[src/rtl/pool_ofm_collector_pkg.sv]
// pool_ofm_collector_pkg: tag positions, FSM states and counter-width helper for the OFM collector
package pool_ofm_collector_pkg;
   localparam int TAG_COL = 0;
   localparam int TAG_ROW = 1;
   localparam int TAG_CH  = 2;
   localparam int TAG_W   = 3;
   typedef enum logic [1:0] {IDLE, RUN, DRAIN, DONE} state_t;
   function automatic int cnt_w(input int n);
      return (n > 1) ? $clog2(n) : 1;
   endfunction
endpackage

[src/rtl/sync_fifo.sv]
// sync_fifo: single-clock FIFO, registered pointers, combinational head read, push+pop allowed when full
module sync_fifo #(
   parameter int WIDTH = 8,
   parameter int DEPTH = 4
) (
   input  logic                       clk,
   input  logic                       rst,
   input  logic                       push,
   input  logic                       pop,
   input  logic [WIDTH-1:0]           din,
   output logic [WIDTH-1:0]           dout,
   output logic                       full,
   output logic                       empty,
   output logic [$clog2(DEPTH):0]     count
);
   localparam int AW = $clog2(DEPTH);
   logic [WIDTH-1:0] mem [DEPTH];
   logic [AW-1:0] wr_ptr, rd_ptr;
   logic do_push, do_pop;
   assign empty = count == '0;
   assign full = count == (AW+1)'(DEPTH);
   assign do_pop = pop && !empty;
   assign do_push = push && (!full || do_pop);
   assign dout = mem[rd_ptr];
   always_ff @(posedge clk or posedge rst) begin
      if (rst) begin
         wr_ptr <= '0;
         rd_ptr <= '0;
         count <= '0;
      end else begin
         if (do_push) wr_ptr <= wr_ptr + AW'(1);
         if (do_pop) rd_ptr <= rd_ptr + AW'(1);
         count <= count + (AW+1)'(do_push) - (AW+1)'(do_pop);
      end
   end
   always_ff @(posedge clk) if (do_push) mem[wr_ptr] <= din;
endmodule

[src/rtl/pool_ofm_collector.sv]
// pool_ofm_collector: ReLU, boundary tagging, buffering and frame-length check of pooled results
module pool_ofm_collector
   import pool_ofm_collector_pkg::*;
#(
   parameter int DATA_WIDTH = 32,
   parameter int OFM_SIZE   = 23,
   parameter int CI         = 3,
   parameter int FIFO_DEPTH = 32,
   parameter int RELU       = 1
) (
   input  logic                  clk,
   input  logic                  rst,
   input  logic                  in_valid,
   input  logic [DATA_WIDTH-1:0] in_data,
   input  logic                  in_end,
   output logic                  out_valid,
   input  logic                  out_ready,
   output logic [DATA_WIDTH-1:0] out_data,
   output logic                  out_last_col,
   output logic                  out_last_row,
   output logic                  out_last_ch,
   output logic                  frame_done,
   output logic                  overflow,
   output logic                  len_err,
   output logic                  busy
);
   localparam int CW = cnt_w(OFM_SIZE);
   localparam int HW = cnt_w(CI);
   localparam int EW = DATA_WIDTH + TAG_W;
   localparam int FW = $clog2(FIFO_DEPTH) + 1;
   localparam logic [CW-1:0] SIDE_MAX = CW'(OFM_SIZE - 1);
   localparam logic [HW-1:0] CH_MAX = HW'(CI - 1);
   state_t state;
   logic [CW-1:0] col, row;
   logic [HW-1:0] ch;
   logic [TAG_W-1:0] tags;
   logic [DATA_WIDTH-1:0] wdata;
   logic [EW-1:0] head;
   logic [FW-1:0] fifo_cnt;
   logic fifo_full, fifo_empty, pop, accept, frame_last, cnt_nz, mid_end;
   assign tags[TAG_COL] = col == SIDE_MAX;
   assign tags[TAG_ROW] = row == SIDE_MAX;
   assign tags[TAG_CH] = ch == CH_MAX;
   assign frame_last = &tags;
   assign cnt_nz = |{col, row, ch};
   assign mid_end = in_end && cnt_nz;
   assign wdata = (RELU != 0 && in_data[DATA_WIDTH-1]) ? '0 : in_data;
   assign out_valid = fifo_cnt != '0;
   assign pop = out_valid && out_ready;
   assign accept = in_valid && (!fifo_full || pop);
   assign {out_last_ch, out_last_row, out_last_col, out_data} = out_valid ? head : '0;
   assign busy = state != IDLE;
   assign frame_done = state == DONE;
   sync_fifo #(.WIDTH(EW), .DEPTH(FIFO_DEPTH)) u_fifo (
      .clk   (clk),
      .rst   (rst),
      .push  (accept),
      .pop   (pop),
      .din   ({tags, wdata}),
      .dout  (head),
      .full  (fifo_full),
      .empty (fifo_empty),
      .count (fifo_cnt)
   );
   // dropped beats still advance the counters so framing stays aligned
   always_ff @(posedge clk or posedge rst) begin
      if (rst) begin
         col <= '0;
         row <= '0;
         ch <= '0;
         overflow <= 1'b0;
         len_err <= 1'b0;
      end else begin
         if (mid_end) begin
            col <= '0;
            row <= '0;
            ch <= '0;
         end else if (in_valid) begin
            col <= tags[TAG_COL] ? '0 : col + CW'(1);
            if (tags[TAG_COL]) row <= tags[TAG_ROW] ? '0 : row + CW'(1);
            if (tags[TAG_COL] && tags[TAG_ROW]) ch <= tags[TAG_CH] ? '0 : ch + HW'(1);
         end
         if (in_valid && !accept) overflow <= 1'b1;
         if (mid_end) len_err <= 1'b1;
      end
   end
   always_ff @(posedge clk or posedge rst) begin
      if (rst) state <= IDLE;
      else begin
         case (state)
            IDLE:    if (in_valid) state <= frame_last ? DRAIN : RUN;
            RUN:     if ((in_valid && frame_last) || mid_end) state <= DRAIN;
            DRAIN:   if (fifo_empty) state <= DONE;
            DONE:    state <= (!fifo_empty || cnt_nz || in_valid) ? RUN : IDLE;
            default: state <= IDLE;
         endcase
      end
   end
endmodule

[config.mk]
export PLATFORM = sky130hd
export DESIGN_NAME = pool_ofm_collector
export DESIGN_NICKNAME = d
export VERILOG_FILES = /design/src/rtl/pool_ofm_collector_pkg.sv /design/src/rtl/sync_fifo.sv /design/src/rtl/pool_ofm_collector.sv
export SDC_FILE = /design/constraint.sdc
export NUM_CORES = 1
export LEC_CHECK = 0
export CAP_MARGIN = 10
export CORE_AREA = 2 2 276 278
export CTS_CLUSTER_DIAMETER = 50
export DETAILED_ROUTE_END_ITERATION = 6
export DIE_AREA = 0 0 278 280
export GPL_ROUTABILITY_DRIVEN = 0
export GPL_TIMING_DRIVEN = 0
export PLACE_DENSITY = 0.73
export SLEW_MARGIN = 30
export SYNTH_ARGS = -nofsm -noshare
export SYNTH_HDL_FRONTEND = slang
export SYNTH_SLANG_ARGS = --single-unit
[constraint.sdc]
create_clock -name clk -period 7.6 [get_ports clk]
set_clock_uncertainty 0.15 [all_clocks]
set_input_delay 1.52 -clock clk [delete_from_list [all_inputs] [get_ports clk]]
set_output_delay 1.52 -clock clk [all_outputs]
set_load 0.02 [all_outputs]
==> Yosys cells after proc, flatten, opt, wreduce, memory -nomap -nowiden <==
Memories as Yosys holds them, arrays and structs flattened.
Cells that the tools add are included.
{ "totals": {"ram_bits": 1088, "output_inout_bits": 40, "in_bits": 37, "elab_cells": 76, "ff_bits": 32, "mem_count": 1} }
{ "op_classes": {"mux": 21, "n_addsub": 7, "eq_ne": 10, "reduce_logical": 28} }
{ "mem_list": {"columns": ["name", "words", "word_bits", "rd", "rd_clocked_by_memory_dff", "write_ports", "line_no", "rtl"], "rows": [
  ["u_fifo.mem", 32, 34, 1, 0, 1, "sync_fifo.sv:17", "logic [WIDTH-1:0] mem [DEPTH];"]
]} }
{ "op_table": {"columns": ["operator", "n"], "rows": [
  ["$mux W35", 1],
  ["$mux W5", 7],
  ["$mux W31", 1],
  ["$add A5 B1 Y5 const B", 4],
  ["$mux W2", 8],
  ["$reduce_or A12 Y1", 1],
  ["$eq A5 B5 Y1 const B", 2],
  ["$logic_and A1 B1 Y1", 8],
  ["$pmux W2 S4", 1],
  ["$reduce_bool A2 Y1", 4],
  ["$add A6 B1 Y6", 1],
  ["$eq A2 B2 Y1 const B", 3],
  ["$eq A6 B6 Y1 const B", 1],
  ["$logic_not A6 Y1", 1],
  ["$reduce_and A3 Y1", 2],
  ["$reduce_bool A6 Y1", 1],
  ["$sub A6 B1 Y6", 1],
  ["$logic_or A1 B1 Y1", 5],
  ["$ne A2 B2 Y1 const B", 2],
  ["$reduce_and A2 Y1", 2],
  ["$logic_not A1 Y1", 3],
  ["$mux W1", 3],
  ["$add A2 B1 Y2 const B", 1],
  ["$eq A2 B1 Y1 const B", 1],
  ["2 further kinds", 2]
]} }

==> Longest topological paths before layout <==
{ "depth": {"word_depth": 7, "mapped_depth": 18, "depth_no_buf": 17} }

==> Cells and area by module <==
Synthesis repeated with hierarchy kept, for this count alone.
{ "hier_totals": {"hier_cells": 2146, "hier_area_um2": 44865.5} }
{ "modules_own_cells": {"columns": ["mod", "seq_area_each_um2", "instances", "cells_each", "area_per_inst_um2"], "rows": [
  ["sync_fifo", 34032.6, 1, 1958, 43360.3],
  ["pool_ofm_collector", 400.4, 1, 188, 1505.2]
]} }

==> Least setup slack after synthesis <==
No wires, ideal clock.
{ "synth_path": {"path_type": "input to register", "start": "input port in_valid", "end": "memory u_fifo.mem[31][0] (netlist name) (enable)", "stages": 6, "slack_ps": 3134, "path_buffers": 2, "t_required_ps": 7025, "setup_time_ps": 425, "t_arrival_ps": 3891, "cell_sequence": "buf_2 -> inv_1 -> a31oi_2 -> nand2_1 -> clkbuf_1 -> nor2_1"} }
{ "synth_via": {"elab_chain_len": 4} }
{ "synth_lines": {"columns": ["element", "line_no", "rtl"], "rows": [
  ["start: declaration", "pool_ofm_collector.sv:13", "input logic in_valid,"],
  ["$logic_and A1 B1 Y1", "pool_ofm_collector.sv:50", "assign accept = in_valid && (!fifo_full || pop);"],
  ["$logic_and A1 B1 Y1", "sync_fifo.sv:23", "assign do_push = push && (!full || do_pop);"],
  ["via u_fifo.do_push", "sync_fifo.sv:19", "logic do_push, do_pop;"],
  ["$mux W1", "sync_fifo.sv:36", "always_ff @(posedge clk) if (do_push) mem[wr_ptr] <= din;"],
  ["$mux W1 (implied by the code)", "sync_fifo.sv:36", null],
  ["end: declaration", "sync_fifo.sv:17", null]
]} }
The timed path passes the listed nets, and every way through them passes these cells.

==> Final worst setup path <==
{ "layout_path": {"start": "register u_fifo.rd_ptr[1]", "end": "output port out_data[17]"} }
{ "layout_via": {"elab_chain_len": 2} }
{ "layout_lines": {"columns": ["element", "line_no", "rtl"], "rows": [
  ["start: declaration", "sync_fifo.sv:18", "logic [AW-1:0] wr_ptr, rd_ptr;"],
  ["start signal: assignment", "sync_fifo.sv:32", "if (do_pop) rd_ptr <= rd_ptr + AW'(1);"],
  ["$mem_v2 Z32 W34", null, null],
  ["$mux W35", "pool_ofm_collector.sv:51", "assign {out_last_ch, out_last_row, out_last_col, out_data} = out_valid ? head : '0;"],
  ["end: declaration", "pool_ofm_collector.sv:18", "output logic [DATA_WIDTH-1:0] out_data,"]
]} }
Every way passes these cells.

==> key figures <==
Floorplan
  • Die area: roughly 0.08 mm2
  • Starting Density: 59.1%
  • FP Rows: 101
  • I/O Pins: between 70 and 80
  • Core area: 0.0752 mm2
  • Die width: 278 um
  • DIE HEIGHT: 280 um

Synthesis
  • Top-count cell post-synth: edfxtp_1
  • Avg Cell Area, Syn: 20.1 um2
  • Number of warnings issued by yosys: 0
  • Post-Synthesis Cells: 2205
  • Number of flops mapped to enable cells by yosys: 1088
  • Synth Flop Type: edfxtp_1
  • Ranking of synthesized cells by area: edfxtp_1, mux4_2, mux2i_1
  • Synthesized cell area: 0.0444 mm2
  • Seq/Total Area, Yosys: between 70 and 80%
  • Commonest cells in the netlist: edfxtp_1, mux4_2, mux2i_1
  • Synth cell types: 59
  • Asr flop ratio synth: 2.86%
  • Mapped Nets: ~2.3k
  • Yosys top cell by area: edfxtp_1
  • Post-synthesis register bit count: between 1k and 1.5k
  • Synth top area share: 73.6%

Route
  • Vias per cell: ~6.6
  • Vias: 23.3k
  • DRT Pass-1 Iters: 6
  • Post-DR wirelength/cell: 30.4 um
  • Initial DRC count: a little over 3k
  • Post-route ant nets: 0
  • Total Wirelength: 108000 um
  • # DRC: 0

Power and ir drop
  • Pleak: between 15 and 20 nW
  • NetSw: between 0.006 and 0.007 W
  • Int Pwr: 0.0131 W
  • Pwr dens: 372 mW/mm2
  • Gate power share: 34.1%
  • Switching part of the total: between 30% and 40%
  • Sequential share of power: 37.4%
  • Total Power Consumption: 0.0195 W
  • Worst vdd ir: 0.000339 V
  • Clock share of power: 28.5%

Min path
  • Worst hold path cell count: 1
  • Hold crit path type: reg2reg
  • Min-delay src: overflow
  • WHS Endpoint: overflow

Timing
  • Final count of hold timing violations: 0
  • Final Setup Violations: 0
  • RSZ-0062 raised after global routing: no
  • Final TNS setup: 0 ps
  • Ratio of final minimum period to clock period: between 70 and 80%
  • Relative slew slack: 35.8%
  • Minimum clock period after layout: 5880 ps
  • Slew @ Worst Pin: slightly below 1000 ps
  • Slew Limit Fails: 0
  • Max Clk Rate: around 170 MHz

Setup path
  • Critical Path RT: 5930 ps
  • CP dominant cell by count: buf_6
  • CP Capture Type: output port
  • WP data arrival: 4210 ps
  • CP Launch Type: flop
  • CP max FO: 10
  • Crit path largest cell delay: ~700 ps
  • Crit-path slowest cell: clkdlybuf4s50_1
  • Cell Chain, Critical Path: buf_2 > buf_6 > buf_6 > nor2_2 > clkbuf_1 > a22oi_1 > a211oi_2 > clkdlybuf4s50_1
  • FF-to-FF End: u_fifo.mem[6][13]
  • Critical path class: reg2out
  • R2R cell count: 8
  • Reg2reg setup slack: roughly 4000 ps
  • Reg-to-Reg Start: u_fifo.count[4]

Finish
  • Layout area overhead: 17.9%
  • Nets: 2524
  • Fin util: between 60% and 70%
  • Fraction of layout cells with a size suffix above 1: 28.7%

Clocking
  • Clock latency at the later pin of the worst-skew pair: ~680 ps
  • Total CTS buffers: roughly 110
  • CTS tree: done
  • CTS Hold Bufs: 0
  • Total number of H-tree levels: 3
  • Post-CTS Resized: 0
  • Post-CTS Setup Bufs: 0
  • CTS root buffer: clkbuf_16
  • Clock sinks: 1120
  • CTS clk-pin slew, worst paths: 60 ps
  • Buffer depth of the longest clock path: 3

GRT
  • Global-route wire length before repair: about 160000 um
  • Largest net degree at the start of global routing: 38
  • Vias in the first global route: 23.8k
  • Total GRT Usage: about 28%
  • Antenna violations before repair: 1
  • Grt total ovfl: 0

Job
  • # Max-Cap Violations: 0

Placement
  • Port-buffer cells: 75
  • Hpwl dp: 70700 um

Run status
  • Outcome: completed
-- metrics by stage --
| step | std cells | setup WS (ps) | hold WS [ps] | cell area (um2) |
|---|---|---|---|---|
| 2_1_floorplan | 2205 | 3130 | 374 | 44400 |
| 5_1_grt | 3534 | 1640 | 345 | 52300 |
| 3_5_place_dp | 3325 | 2460 | 306 | 48600 |
| 4_1_cts | 3534 | 1770 | 326 | 52300 |
| 3_3_place_gp | 3258 | 474 | 306 | 46400 |
| 6_report | 3535 | 1720 | 321 | 52400 |
-- final cells by class --
cell class,instances,area (um2)
clock buffer,141,3030
timing repair buffer,142,2510
fill,4351,22800
clock inverter,68,701
inverter,26,97.6
sequential,1120,33500
tap,978,1220
buffer,128,764
multi-input combinational,931,10600
antenna,1,2.50
-- worst max-delay path: cells and delay by family, from the launching register on --
kind,cells,cell delay (ps)
buffers and inverters,5,1870
AO/OA/AOI/OAI,2,720
AND/OR/NAND/NOR,1,530
flip-flops,1,400
-- per-layer routing --
layer  GRT usage, %  share of wire (%)  vias up  wire length (um)
met5              0                  0        -                 0
met3           4.67                8.8      175              9470
met1           39.1                 39    12200             42300
met4           9.67                3.1        0              3310
li1               -                  -     9604                 -
met2           45.5                 49     1275             52600
-- state kept, by name, summed over array words and instances (netlist names) --
| register | count |
|---|---|
| state | 2 |
| overflow | 1 |
| len_err | 1 |
| u_fifo.wr_ptr | 5 |
| row | 5 |
| u_fifo.mem | 1088 |
| u_fifo.rd_ptr | 5 |
| ch | 2 |
| col | 5 |
| u_fifo.count | 6 |
-- worst max path at each step --
stage,depth (start not counted),end,start,slack (ps)
after floorplan,6,u_fifo.mem[31][0],in_valid,3130
after global placement,6,u_fifo.mem[4][7],in_valid,470
after detailed placement,6,out_data[19],u_fifo.rd_ptr[4],2460
after CTS,8,out_data[6],u_fifo.rd_ptr[1],1770
after global routing,6,out_data[19],u_fifo.rd_ptr[4],1640
final,8,out_data[17],u_fifo.rd_ptr[1],1720
-- placed cells by master (no fill, tap or decap), types with 15 or more instances in the layout --
cell             count
buf_16              60
a211oi_2            34
o21ai_0             42
a21oi_1             47
mux4_2             158
buf_4               19
o22ai_1             34
nor3_2              34
clkbuf_1            58
clkinv_2            21
nor2_4              32
a211oi_1            34
ha_1                24
buf_2               49
clkbuf_16          116
a22oi_1             34
edfxtp_1          1088
mux2i_1            139
clkinv_1            20
nor2b_4             30
nor2_1              52
inv_1               22
nand2_1             16
dfrtp_1             32
mux2_2             105
clkdlybuf4s50_1     75
o221ai_1            34
buf_6               15
-- power groups by stage --
stage	Combinational, W	Clock [W]	Sequential (W)
2_1_floorplan	0.00415	0	0.00740
3_3_place_gp	0.00621	0	0.00744
3_5_place_dp	0.00661	0	0.00742
4_1_cts	0.00667	0.00559	0.00729
5_1_grt	0.00699	0.00583	0.00732
6_report	0.00665	0.00555	0.00730
-- logic make-up (layout without fill, tap and decap cells) --
family,Yosys count,in the layout,synth area share [%]
flops,1120,1120,75.4
compound gates,267,267,4.43
mux,414,414,14.5
other cells,1,2,0.00844
simple gates,213,213,2.81
buf+inv,154,505,1.93
fa+ha+maj,25,25,0.721
xor+xnor,11,11,0.217
(Power assumes the default switching activity.)
